$ cat config.mk
export PLATFORM = sky130hd
export DESIGN_NAME = instr_sequencer
export DESIGN_NICKNAME = d
export VERILOG_FILES = /design/src/rtl/instr_sequencer.sv
export SDC_FILE = /design/constraint.sdc
export NUM_CORES = 1
export LEC_CHECK = 0
export ABC_CLOCK_PERIOD_IN_PS = 3350
export CORE_ASPECT_RATIO = 0.6
export CORE_MARGIN = 2
export CORE_UTILIZATION = 51
export DETAILED_ROUTE_END_ITERATION = 7
export DONT_BUFFER_PORTS = 1
export HOLD_SLACK_MARGIN = 0.03
export PLACE_DENSITY = 0.69
export SYNTH_ARGS = -nofsm -noshare
export SYNTH_HDL_FRONTEND = slang
export SYNTH_SLANG_ARGS = --single-unit
$ cat constraint.sdc
create_clock -name clk -period 3.35 [get_ports clk]
set_input_delay 0.67 -clock clk [delete_from_list [all_inputs] [get_ports clk]]
set_output_delay 0.67 -clock clk [all_outputs]
set_load 0.01 [all_outputs]
$ cat src/rtl/instr_sequencer.sv
// instr_sequencer
//   Instruction-side driver for simple_cpu. Holds a small loadable program
//   store and walks it with a fetch/issue FSM, presenting each non-zero word
//   on the CPU instruction input for a class-dependent number of cycles.
//   Execution stops at the all-zero HALT word or at the last store address.
//
// Ports
//   clk          system clock, rising edge
//   rst          asynchronous, active-low reset
//   prog_we      program store write enable (honoured only in IDLE/HALTED)
//   prog_addr    program store write address
//   prog_data    program store write data
//   start        single-cycle pulse, begins execution at address 0
//   instruction  word driven to simple_cpu (zero when nothing is issued)
//   instr_valid  high while instruction carries an issued word
//   pc           address of the current or next fetched word
//   busy         high in FETCH or ISSUE
//   done         high in HALTED

module instr_sequencer #(
  parameter int INSTR_WIDTH    = 20,
  parameter int PROG_ADDR_BITS = 4,
  parameter int ALU_CYCLES     = 3,
  parameter int LOAD_CYCLES    = 4,
  parameter int STORE_CYCLES   = 3,
  parameter int NOP_CYCLES     = 1
) (
  input  logic                      clk,
  input  logic                      rst,
  input  logic                      prog_we,
  input  logic [PROG_ADDR_BITS-1:0] prog_addr,
  input  logic [INSTR_WIDTH-1:0]    prog_data,
  input  logic                      start,
  output logic [INSTR_WIDTH-1:0]    instruction,
  output logic                      instr_valid,
  output logic [PROG_ADDR_BITS-1:0] pc,
  output logic                      busy,
  output logic                      done
);

  localparam int DEPTH = 1 << PROG_ADDR_BITS;
  localparam logic [PROG_ADDR_BITS-1:0] PC_LAST = '1;
  localparam logic [PROG_ADDR_BITS-1:0] PC_ONE  = 1;

  typedef enum logic [1:0] {
    IDLE,
    FETCH,
    ISSUE,
    HALTED
  } state_t;

  state_t                    state, state_next;
  logic [PROG_ADDR_BITS-1:0] pc_next;
  logic [INSTR_WIDTH-1:0]    instr_next;
  logic                      valid_next;
  logic [7:0]                count, count_next;
  logic                      busy_next, done_next;
  logic [INSTR_WIDTH-1:0]    mem [DEPTH];
  logic [INSTR_WIDTH-1:0]    fetch_word;
  logic [1:0]                fetch_class;
  logic [7:0]                fetch_hold;

  // The store is read combinationally at pc so FETCH can decide in one cycle.
  assign fetch_word  = mem[pc];
  assign fetch_class = fetch_word[INSTR_WIDTH-1 -: 2];

  // Hold length chosen from the two class bits of the word being fetched.
  always_comb begin
    fetch_hold = 8'(NOP_CYCLES);
    case (fetch_class)
      2'b01:   fetch_hold = 8'(ALU_CYCLES);
      2'b10:   fetch_hold = 8'(LOAD_CYCLES);
      2'b11:   fetch_hold = 8'(STORE_CYCLES);
      default: fetch_hold = 8'(NOP_CYCLES);
    endcase
  end

  // Program store writes are only accepted while the sequencer is not
  // running, so a program can never be modified underneath itself. The store
  // is deliberately left out of reset so a program survives a reset.
  always_ff @(posedge clk) begin
    if (prog_we && (state == IDLE || state == HALTED)) begin
      mem[prog_addr] <= prog_data;
    end
  end

  // State and output register. Everything the CPU sees is a flop, so the
  // asynchronous reset clears instruction/instr_valid without waiting for
  // an edge.
  always_ff @(posedge clk or negedge rst) begin
    if (!rst) begin
      state       <= IDLE;
      pc          <= '0;
      instruction <= '0;
      instr_valid <= 1'b0;
      count       <= 8'd0;
      busy        <= 1'b0;
      done        <= 1'b0;
    end else begin
      state       <= state_next;
      pc          <= pc_next;
      instruction <= instr_next;
      instr_valid <= valid_next;
      count       <= count_next;
      busy        <= busy_next;
      done        <= done_next;
    end
  end

  // Next-state and next-output logic. FETCH always leaves instruction at
  // zero for its cycle, which gives the one-cycle bubble between issued
  // words. The last store address halts instead of wrapping pc to zero.
  always_comb begin
    state_next = state;
    pc_next    = pc;
    instr_next = instruction;
    valid_next = instr_valid;
    count_next = count;

    case (state)
      IDLE: begin
        if (start) begin
          state_next = FETCH;
          pc_next    = '0;
        end
      end
      FETCH: begin
        if (fetch_word == '0) begin
          state_next = HALTED;
          instr_next = '0;
          valid_next = 1'b0;
        end else begin
          state_next = ISSUE;
          instr_next = fetch_word;
          valid_next = 1'b1;
          count_next = fetch_hold;
        end
      end
      ISSUE: begin
        if (count > 8'd1) begin
          count_next = count - 8'd1;
        end else begin
          count_next = 8'd0;
          instr_next = '0;
          valid_next = 1'b0;
          if (pc == PC_LAST) begin
            state_next = HALTED;
          end else begin
            pc_next    = pc + PC_ONE;
            state_next = FETCH;
          end
        end
      end
      HALTED: begin
        if (start) begin
          state_next = FETCH;
          pc_next    = '0;
        end
      end
      default: begin
        state_next = IDLE;
      end
    endcase

    busy_next = (state_next == FETCH) || (state_next == ISSUE);
    done_next = (state_next == HALTED);
  end

endmodule

==> PnR_summary.wiki <==
{| class="wikitable"
! Metric !! Value
|-
| Global-route wire length before repair || 48600 µm
|-
| Sequential-to-total area share from yosys stat || 74.4%
|-
| Max IR drop VDD || about 0.00037 V
|-
| Top-count cell post-synth || edfxtp_1
|-
| Via count of the first global-routing pass || 7495
|-
| Std cell rows || 47
|-
| Total global routing overflow || 0
|-
| Flop-to-flop setup slack || approximately 130 ps
|-
| Total negative slack || 0 ps
|-
| Aggregate global-route resource usage || 23.3%
|-
| Register area || 10500 µm²
|-
| Initial antenna violation count || 0
|-
| Hold Vio Cnt, Final || 0
|-
| Total area of multi-input combinational cells || 3440 µm²
|-
| Skew final || approximately 14 ps
|-
| Setup slack after layout || 131 ps
|-
| H-tree depth || 1
|-
| Hold Path Cell Cnt || 0
|-
| Mapped Nets || 773
|-
| Sink count of the clock tree || 357
|-
| Total of buffers placed on input and output ports || 0
|-
| Number of ports placed on the die boundary || 55
|-
| Via count of the routed design || 7431
|-
| Leakage Power || 5.17 nW
|-
| Final setup violation count || 0
|-
| Max_cap viols || 0
|-
| Achievable frequency || 0.311 GHz
|-
| Number of nets in the final layout || ~820
|-
| CORE AREA || 27500 µm²
|-
| Post-route minimum period || approximately 3200 ps
|-
| Average via count per standard cell || 6.30
|-
| Initial drt markers || around 850
|-
| Max_slew headroom || 31.2%
|-
| Critical path launch point type || flop
|-
| Stage delay of the slowest cell on the critical path || 600 ps
|-
| Synth unique cells || 58
|-
| Drt drc || 0
|-
| Worst path cell trace || buf_4, mux4_2, a22oi_1, nand3_1, or4_4, or4b_4, o2111ai_1, a2bb2oi_2
|-
| Cell types occupying the most area after synthesis || edfxtp_1 68%, mux4_2 11%, dfrtp_1 6.5%, mux2i_1 2.4%, a22o_1 1.1%
|-
| Clock latency on the worst-skew pair || 570 ps
|-
| Run status || finished clean
|-
| Worst-case reg-to-reg path depth || 8
|-
| Diode count || 0
|-
| Maximum net fanout on the critical path || 9
|-
| Critical path data required time || 3800 ps
|-
| Transition time at the pin with the least slew margin || 1030 ps
|-
| Final Routed Wirelength || 33100 µm
|-
| Kind of path behind the tightest hold check || in2reg
|-
| Critical path endpoint category || flop
|-
| CP Data Arrival Time || 3670 ps
|-
| RSZ-0062 raised after global routing || no
|-
| HPWL after detailed placement || ~20000 µm
|-
| Placement Setup Slack || 78.8 ps
|-
| Starting density of the core || approximately half
|-
| WL per Instance || 28.0 µm
|-
| Most used flip-flop cell after synthesis || edfxtp_1
|-
| Slowest cell on the critical path || or4b_4
|-
| Largest area contributor in the synthesized netlist || edfxtp_1
|-
| Hold endpoint || mem[6][12]
|-
| Cell Pwr Density || 685 nW/µm²
|-
| Worst path buffer plus inverter count || 1
|-
| Layout Area Growth over Synthesis || 13.7%
|-
| Maximum number of pins on one net before global-route repair || 38
|-
| Fraction of the cycle the final worst path needs || 96.1%
|-
| Number of synthesized register bits || 357
|-
| Cell area after synthesis || 14200 µm²
|-
| Post-CTS clock slew at the launch and capture registers of the worst setup and hold paths || 70 ps
|-
| Ys async rst share || 10.4%
|-
| TritonCTS clock tree || built
|-
| Capture point of the worst reg-to-reg path || count[7]
|-
| Number of filler cells placed in the layout || roughly 1900
|-
| Layout cells sized above 1 || 24.4%
|-
| Maximum buffer depth of the clock tree || 3
|-
| Ranking of synthesized cells by instance count || 320 x edfxtp_1, 69 x mux4_2, 37 x dfrtp_1
|-
| Number of flops mapped to enable cells by yosys || 320
|-
| Instance count of the mapped netlist || 739
|-
| Synth Area per Inst || around 19 µm²
|-
| Portion of synthesized cell area occupied by the leading cell type || between 60% and 70%
|-
| Root buffer cell || clkbuf_16
|-
| Type of the worst setup path || reg2reg
|-
| Hold path startpoint || prog_data[12]
|-
| Horizontal die dimension || 219 µm
|-
| Die height || 133 µm
|-
| Top Family by Delay on Critical Path || simple AND/OR/NAND/NOR gates
|-
| Count of TritonRoute iterations in the first routing pass || 7
|-
| Fin. max-slew vios || 0
|-
| Launch point of the worst reg-to-reg path || pc[0]
|-
| Final weighted congestion of routability-driven global placement || 0.883
|-
| Clock buffers created by TritonCTS || 31
|-
| Die outline area || a little under 30000 µm²
|-
| Remaining number of nets flagged by the antenna check after routing || 0
|-
| Total of warnings raised by yosys || 0
|}
cells in the final DEF, fill, tap and decap left out, types with 3 or more instances in the layout:
master	netlist	layout
o21ai_0	18	18
nand2b_1	4	4
buf_4	2	37
nor3_1	10	6
a22oi_1	17	17
bufinv_16	0	5
nor2_2	0	12
a21oi_1	9	7
nand3_1	17	17
dfrtp_1	37	34
a221o_1	4	4
clkbuf_16	0	32
clkinv_2	0	6
nor2_1	27	15
buf_12	1	13
inv_1	14	14
mux2i_1	34	34
nor2b_1	9	9
and3_1	3	3
a221oi_1	7	7
a21o_1	3	3
nand4_1	3	3
clkbuf_1	12	6
o211ai_1	4	4
clkinv_1	0	5
nand2_1	32	32
mux4_2	69	69
a32o_1	4	4
and2_1	3	3
edfxtp_1	320	320
nor3_2	0	4
a22o_1	17	17
ha_1	6	6
layout make-up:
type / instances / share of cell area [%]
Inverter: 14 / 0.326
Tap cell: 367 / 2.85
Sequential cell: 357 / 65.5
Timing Repair Buffer: 52 / 3.56
Clock buffer: 39 / 5.13
Clock inverter: 17 / 1.28
Multi-Input combinational cell: 334 / 21.4
worst max path at each step:
stage | startpoint | endpoint | slack (ps) | cells after the start
finish | pc[0] | count[7] | 130 | 8
CTS | pc[0] | count[7] | 50 | 10
floorplan | state[0] | mem[0][0] | 180 | 6
global route | pc[0] | busy | 6 | 10
detailed placement | pc[0] | count[7] | 80 | 10
global placement | pc[0] | count[7] | 130 | 8
registers in the layout, indices dropped and copies added (netlist names):
register	flops
mem	320
instruction	20
count	8
pc	4
state	2
busy	1
done	1
instr_valid	1
layer usage:
metal / vias up / global-route usage [%] / wire [µm]
li1: 3136 / - / -
met1: 3880 / 34.6 / 13900
met2: 354 / 35.0 / 15300
met3: 61 / 6.00 / 3110
met4: 0 / 6.01 / 749
met5: - / 0 / 0
what timing repair did:
action / CTS / global route
endpoints found under the hold margin: 37 / 0
hold buffers: 2 / 0
buffers inserted: 0 / 6
gates resized for setup: 0 / 3
setup endpoints to repair: 0 / 15
metrics by stage:
step | std cells | instance area (µm²) | hold slack (ps) | total power, mW | util [%]
2_1_floorplan | 739 | 14200 | 374 | 6.80 | -
3_3_place_gp | 1115 | 15000 | 376 | 7.31 | 54.5
3_5_place_dp | 1115 | 15000 | 377 | 7.38 | 54.5
4_1_cts | 1173 | 16000 | 172 | 11.0 | 58.3
5_1_grt | 1180 | 16100 | 169 | 11.4 | 58.6
6_report | 1180 | 16100 | 193 | 11.0 | 58.6
power breakdown:
group / total [mW] / switching [mW] / leakage [nW] / internal (mW)
clock network: 3.65 / 1.53 / 0.506 / 2.12
logic: 1.95 / 1.07 / 1.32 / 0.880
registers: 5.43 / 0.281 / 3.35 / 5.15
worst reg2reg max path: cells and delay by family, from the launching register on:
| kind | cells | cell delay (ps) |
|---|---|---|
| and+or+nand+nor | 3 | 1340 |
| AOI/OAI and AO/OA | 3 | 570 |
| DFF | 1 | 510 |
| muxes | 1 | 510 |
| buffers and inverters | 1 | 170 |
cells by family after synthesis:
kind of cell / after synthesis / share of synthesized area (%)
DFF: 357 / 74.4
and+or+nand+nor: 122 / 4.34
muxes: 105 / 13.5
adders and majority gates: 6 / 0.530
buffers and inverters: 48 / 1.79
AOI/OAI and AO/OA: 101 / 5.43
Power figures use the tool's default switching activity.
